==> src/rtl/lcd_pkg.sv <==
// Shared types and constants for the HD44780 4-bit write engine and its upstream
// command formatter.
package lcd_pkg;

    typedef enum logic [2:0] {
        PWR_WAIT,
        INIT,
        IDLE,
        HI,
        LO,
        LONG
    } lcd_state_t;

    // Position inside one nibble transfer: setup, enable pulse, enable-low hold.
    typedef enum logic [1:0] {
        PH_SETUP,
        PH_EN,
        PH_GAP
    } nib_phase_t;

    localparam logic [3:0] INIT_NIB_WAKE = 4'h3;
    localparam logic [3:0] INIT_NIB_4BIT = 4'h2;

    localparam logic [7:0] CMD_CLEAR = 8'h01;
    localparam logic [7:0] CMD_HOME  = 8'h02;

    // Configuration bytes the upstream formatter sends right after init_done.
    localparam logic [7:0] CFG_FUNCTION_SET = 8'h28;
    localparam logic [7:0] CFG_DISPLAY_ON   = 8'h0C;
    localparam logic [7:0] CFG_ENTRY_MODE   = 8'h06;
    localparam logic [7:0] CFG_CLEAR        = 8'h01;

    function automatic int max_of(input int a, input int b);
        return (a > b) ? a : b;
    endfunction

    // Clear and home need extra execution time; character data never does.
    function automatic logic is_long_cmd(input logic rs, input logic [7:0] b);
        return !rs && ((b == CMD_CLEAR) || (b == CMD_HOME));
    endfunction

endpackage

==> src/rtl/lcd_delay_timer.sv <==
// Loadable down-counter; done is high while the count sits at zero, and the count
// parks there instead of wrapping.
module lcd_delay_timer #(
    parameter int W = 20
) (
    input  logic         clk,
    input  logic         load,
    input  logic [W-1:0] load_value,
    output logic         done
);

    logic [W-1:0] count;

    // NOTE: no reset branch; the owner holds load high during its reset, so the
    // count is always defined after the first reset edge.
    always_ff @(posedge clk) begin
        if (load) begin
            count <= load_value;
        end else if (count != '0) begin
            count <= count - W'(1);
        end
    end

    assign done = (count == '0);

endmodule

==> src/rtl/lcd_nibble_writer.sv <==
// HD44780 4-bit write engine: power-on nibble init, then one byte per handshake
// sent as two timed enable strobes.
module lcd_nibble_writer
    import lcd_pkg::*;
#(
    parameter int POWERUP_CYCLES  = 600000,
    parameter int INIT_GAP_CYCLES = 60000,
    parameter int EN_CYCLES       = 800,
    parameter int GAP_CYCLES      = 800,
    parameter int LONG_CYCLES     = 24000
) (
    input  logic       clk,
    input  logic       rst,
    input  logic       in_valid,
    output logic       in_ready,
    input  logic       in_rs,
    input  logic [7:0] in_data,
    output logic       init_done,
    output logic       lcd_rs,
    output logic       lcd_en,
    output logic [3:0] lcd_data
);

    localparam int MAX_CYC = max_of(max_of(max_of(POWERUP_CYCLES, INIT_GAP_CYCLES),
                                           max_of(EN_CYCLES, GAP_CYCLES)), LONG_CYCLES);
    localparam int CNT_W   = $clog2(MAX_CYC + 1);

    // A phase of N cycles loads N-1 and ends on the edge where the count is zero.
    localparam logic [CNT_W-1:0] LD_PWR      = CNT_W'(POWERUP_CYCLES - 1);
    localparam logic [CNT_W-1:0] LD_INIT_GAP = CNT_W'(INIT_GAP_CYCLES - 1);
    localparam logic [CNT_W-1:0] LD_EN       = CNT_W'(EN_CYCLES - 1);
    localparam logic [CNT_W-1:0] LD_GAP      = CNT_W'(GAP_CYCLES - 1);
    localparam logic [CNT_W-1:0] LD_LONG     = CNT_W'(LONG_CYCLES - 1);
    localparam logic [CNT_W-1:0] LD_SETUP    = '0;

    lcd_state_t state, state_n;
    nib_phase_t phase, phase_n;
    logic [1:0] init_idx, init_idx_n;
    logic [7:0] byte_q, byte_n;
    logic       rs_q, rs_n;
    logic       lcd_rs_n, lcd_en_n, in_ready_n, init_done_n;
    logic [3:0] lcd_data_n;

    logic             load;
    logic [CNT_W-1:0] load_value;
    logic             done;

    lcd_delay_timer #(.W(CNT_W)) u_timer (
        .clk       (clk),
        .load      (load),
        .load_value(load_value),
        .done      (done)
    );

    always_ff @(posedge clk) begin
        if (rst) begin
            state     <= PWR_WAIT;
            phase     <= PH_SETUP;
            init_idx  <= '0;
            byte_q    <= '0;
            rs_q      <= 1'b0;
            lcd_rs    <= 1'b0;
            lcd_en    <= 1'b0;
            lcd_data  <= '0;
            in_ready  <= 1'b0;
            init_done <= 1'b0;
        end else begin
            state     <= state_n;
            phase     <= phase_n;
            init_idx  <= init_idx_n;
            byte_q    <= byte_n;
            rs_q      <= rs_n;
            lcd_rs    <= lcd_rs_n;
            lcd_en    <= lcd_en_n;
            lcd_data  <= lcd_data_n;
            in_ready  <= in_ready_n;
            init_done <= init_done_n;
        end
    end

    always_comb begin
        // NOTE: every output of this block gets a default first, so no path can infer a latch.
        state_n     = state;
        phase_n     = phase;
        init_idx_n  = init_idx;
        byte_n      = byte_q;
        rs_n        = rs_q;
        lcd_rs_n    = lcd_rs;
        lcd_en_n    = lcd_en;
        lcd_data_n  = lcd_data;
        in_ready_n  = in_ready;
        init_done_n = init_done;
        load        = 1'b0;
        load_value  = LD_SETUP;

        unique case (state)
            PWR_WAIT: if (done) begin
                state_n    = INIT;
                init_idx_n = '0;
                lcd_data_n = INIT_NIB_WAKE;
                lcd_rs_n   = 1'b0;
                phase_n    = PH_SETUP;
                load       = 1'b1;
            end
            IDLE: if (in_valid && in_ready) begin
                state_n    = HI;
                byte_n     = in_data;
                rs_n       = in_rs;
                in_ready_n = 1'b0;
                lcd_data_n = in_data[7:4];
                lcd_rs_n   = in_rs;
                phase_n    = PH_SETUP;
                load       = 1'b1;
            end
            LONG: if (done) begin
                state_n    = IDLE;
                in_ready_n = 1'b1;
            end
            INIT, HI, LO: if (done) begin
                unique case (phase)
                    PH_SETUP: begin
                        lcd_en_n   = 1'b1;
                        phase_n    = PH_EN;
                        load       = 1'b1;
                        load_value = LD_EN;
                    end
                    PH_EN: begin
                        lcd_en_n   = 1'b0;
                        phase_n    = PH_GAP;
                        load       = 1'b1;
                        // The first two wake-up nibbles need the long init settle time.
                        load_value = (state == INIT && init_idx < 2'd2) ? LD_INIT_GAP : LD_GAP;
                    end
                    PH_GAP: begin
                        phase_n = PH_SETUP;
                        if (state == INIT) begin
                            if (init_idx == 2'd3) begin
                                state_n     = IDLE;
                                in_ready_n  = 1'b1;
                                init_done_n = 1'b1;
                            end else begin
                                init_idx_n = init_idx + 2'd1;
                                lcd_data_n = (init_idx == 2'd2) ? INIT_NIB_4BIT : INIT_NIB_WAKE;
                                load       = 1'b1;
                            end
                        end else if (state == HI) begin
                            state_n    = LO;
                            lcd_data_n = byte_q[3:0];
                            lcd_rs_n   = rs_q;
                            load       = 1'b1;
                        end else if (is_long_cmd(rs_q, byte_q)) begin
                            state_n    = LONG;
                            load       = 1'b1;
                            load_value = LD_LONG;
                        end else begin
                            state_n    = IDLE;
                            in_ready_n = 1'b1;
                        end
                    end
                    default: phase_n = PH_SETUP;
                endcase
            end
            default: state_n = PWR_WAIT;
        endcase

        if (rst) begin
            load       = 1'b1;
            load_value = LD_PWR;
        end
    end

endmodule

==> config.mk <==
export PLATFORM = sky130hd
export DESIGN_NAME = lcd_nibble_writer
export DESIGN_NICKNAME = d
export VERILOG_FILES = /design/src/rtl/lcd_pkg.sv /design/src/rtl/lcd_delay_timer.sv /design/src/rtl/lcd_nibble_writer.sv
export SDC_FILE = /design/constraint.sdc
export NUM_CORES = 1
export LEC_CHECK = 0
export BUFFER_PORTS_ARGS = -buffer_cell sky130_fd_sc_hd__clkbuf_2
export CAP_MARGIN = 20
export CORE_ASPECT_RATIO = 1.2
export CORE_UTILIZATION = 64
export DETAILED_ROUTE_END_ITERATION = 7
export PLACE_DENSITY = 0.84
export SETUP_SLACK_MARGIN = 0.5
export SLEW_MARGIN = 20
export SYNTH_ARGS = -nofsm -noshare
export SYNTH_HDL_FRONTEND = slang
export SYNTH_SLANG_ARGS = --single-unit
==> constraint.sdc <==
create_clock -name clk -period 4.78 [get_ports clk]
set_clock_uncertainty 0.1 [all_clocks]
set_input_delay 0 -clock clk [delete_from_list [all_inputs] [get_ports clk]]
set_output_delay 0 -clock clk [all_outputs]
set_load 0.005 [all_outputs]
==> qor.log <==
[power_and_ir_drop] worst ir drop on vdd 0.000206 V
[final_layout] area used by sequential logic in the layout 1080 um^2
[clocking] CTS Buf Count 5
[critical_path] critical path arrival 2750 ps
[final_layout] area used by multi-input combinational logic 1430 um^2
[timing] Max-slew headroom 26.3%
[die] number of rows created at floorplan 25
[critical_path] cell family contributing the most delay on the critical path simple AND/OR/NAND/NOR gates
[synthesis] predominant post-synthesis flop cell dfxtp_1
[timing] final max-slew violation count 0
[synthesis] cell count after synthesis 289
[detailed_routing] total number of vias 2241
[final_layout] Fillers 309
[clocking] insertion delay of the later-clocked pin in the worst-skew pair 310 ps
[synthesis] number of nets produced by synthesis 305
[global_routing] number of global-route vias before repair 2113
[detailed_routing] drt first-iter violations 159
[clocking] clock slew at reported path FFs 90 ps
[detailed_routing] routed wire length 5760 um
[synthesis] number of synthesized flops with an enable pin 20
[power_and_ir_drop] final total power 0.717 mW
[timing] setup repair after global routing missed its margin false
[critical_path] worst-path fanout max 20
[timing] count of endpoints failing setup in the final report 0
[critical_path] crit start category flip-flop
[detailed_routing] drt wl/cell 15.9 um
[detailed_routing] antenna-violating nets left 0
[critical_path] number of buffers and inverters on the critical path 1
[power_and_ir_drop] Power Density 246 nW/um^2
[synthesis] warnings from Yosys 0
[die] core area 3940 um^2
[die] die width 60.5 um
[critical_path] critical path, cell by cell inv_1 > ha_1 > or3b_2 > nor4_1 > nand3_1 > nor2_1 > nand3_1
[critical_path] CP most frequent cell nand3_1
[timing] Post-Route Setup TNS 0 ps
[timing] shortest period the worst path allows 3050 ps
[die] starting density of the core 66.7%
[global_routing] Total Routing Usage GR 28.8%
[final_layout] finished layout cell area 2920 um^2
[timing] Least-Margin Pin Slew 1100 ps
[final_layout] most frequent standard cell in the layout excluding fill and tap cells nand2_1
[clocking] H-tree depth 2
[timing] final worst-path cycle share 63.9%
[detailed_routing] DR DRC count 0
[clocking] cell chosen for the clock root clkbuf_8
[synthesis] post-synth cell types 57
[die] number of placed I/O pins 20
[synthesis] Mean Syn Cell Area 9.10 um^2
[detailed_routing] vias per cell 6.19
[critical_path] worst path required time 4470 ps
[final_layout] number of nets at the end of the flow 323
[clocking] TritonCTS clock tree done
[placement] buffers added on ports 19
[placement] detailed placer's ending HPWL 3910 um
[synthesis] Seq cells post-synth 44
[global_routing] global-route wire length before repair 9400 um
[critical_path] critical path class flip-flop to flip-flop
[critical_path] slowest cell on the critical path nand3_1
[worst_hold_path] Hold/Removal Path Class input pin to flip-flop
[synthesis] share of flip-flops with an asynchronous set or reset after synthesis 0%
[final_layout] Area Overhead vs Synth 10.9%
[global_routing] total overflow reported by the global router 0
[die] area enclosed by the die boundary 4370 um^2
[final_layout] share of layout cells above drive strength 1 13.6%
[final_layout] utilization after layout 74.0%
[synthesis] sequential cell area fraction in the yosys report 41.1%
[placement] area post-placement 2710 um^2
[critical_path] delay of the slowest cell on the worst path 690 ps
[placement] GPL Wtd Cong 0.912
[die] height of the chip 72.2 um
[timing] Final Hold Fails 0
[timing] Peak Freq 327 MHz
[final_layout] number of diodes added for antenna fixing 0
[clocking] number of sinks handled by clock tree synthesis 44
[detailed_routing] number of detailed-route iterations in the first pass 5
[job] number of maximum-capacitance violations 0
[power_and_ir_drop] LEAKAGE 0.955 nW
[global_routing] pin count of the biggest net entering global routing 32
[critical_path] crit path capture type flip-flop
[global_routing] antenna violations before repair 0
[clocking] buffer depth of the longest clock path 2
[run_status] result of the run finished clean
[final_layout] most frequent cells in the layout 41 x nand2_1, 24 x dfxtp_1, 20 x edfxtp_1
[synthesis] Syn Std Cell Area 2630 um^2
## per-stage QoR
step | setup slack [ps] | hold slack (ps) | instances
detailed placement | 1790 | 133 | 345
floorplan | 2150 | 36.0 | 289
CTS | 1770 | 200 | 362
global placement | 1810 | 123 | 345
finish | 1730 | 198 | 362
global route | 1480 | 255 | 362
## Yosys cell counts, types with 2 or more instances
master / n / area [um^2]
nand2_1: 41 / 154
dfxtp_1: 24 / 480
edfxtp_1: 20 / 601
a21oi_1: 18 / 90.1
xnor2_1: 14 / 123
clkbuf_1: 12 / 45.0
nor3_1: 12 / 60.1
nor2_1: 11 / 41.3
o21ai_1: 10 / 50.1
inv_1: 9 / 33.8
nor4_1: 8 / 50.1
o21ai_0: 8 / 40.0
or3_1: 8 / 50.1
mux2i_1: 7 / 70.1
nand2b_1: 7 / 43.8
nor2b_1: 6 / 37.5
o31ai_1: 5 / 37.5
xor2_1: 5 / 43.8
ha_1: 4 / 50.1
nand3_1: 4 / 20.0
a22oi_1: 3 / 22.5
a31o_2: 3 / 26.3
a31oi_1: 3 / 18.8
nand4b_1: 3 / 26.3
o21a_1: 3 / 22.5
o32ai_1: 3 / 26.3
buf_2: 2 / 10.0
buf_6: 2 / 22.5
o221ai_1: 2 / 17.5
o22ai_1: 2 / 12.5
o31a_1: 2 / 17.5
or4_1: 2 / 15.0
or4_4: 2 / 22.5
## area by class of cell
class / count / share of cell area [%]
inverters: 9 / 1.16
multi-input cells: 219 / 49.2
clock buffers: 5 / 2.36
well taps: 54 / 2.32
clock inverters: 3 / 1.59
repair buffers: 28 / 6.35
flip-flops and latches: 44 / 37.1
## registers in the layout, indices dropped and copies added, names as in the netlist
signal	cells
lcd_data	4
lcd_rs	1
init_idx	2
init_done	1
rs_q	1
state	3
phase	2
byte_q	8
lcd_en	1
u_timer.count	20
in_ready	1
## path summary, 6_finish.rpt
check,startpoint,to,slack (ps),cells past startpoint
setup reg to reg,u_timer.count[0],u_timer.count[14],1730,7
hold reg to reg,byte_q[5],byte_q[5],360,2
setup / recovery,u_timer.count[0],u_timer.count[14],1730,7
hold / removal,rst,init_done,200,2
## kinds of logic after synthesis
kind of cell    share of synthesized area [%]
simple gates                             23.5
fa+ha+maj                                1.90
compound gates                           19.7
mux                                      3.09
buf+inv                                  4.38
flops                                    41.1
xor+xnor                                 6.33
## where the power goes
part / internal (mW) / leakage, nW / switching, mW / total, mW
combinational: 0.0124 / 0.514 / 0.0144 / 0.0268
clock: 0.157 / 0.0548 / 0.139 / 0.297
sequential: 0.392 / 0.386 / 0.00161 / 0.394
## layer usage
metal  GRT usage [%]  share of wire, %  vias to the layer above
met4            14.6               2.1                        0
met1            34.7                40                     1050
met2            49.5                53                       78
met3            3.21               4.9                       14
met5               0                 0                        -
li1                -                 -                     1099
## repair_timing
item / in CTS / in global routing
gates resized for setup: 0 / 0
hold buffers: 9 / 0
setup buffers: 0 / 0
hold endpoints to repair: 10 / 0
Power figures use the tool's default switching activity.
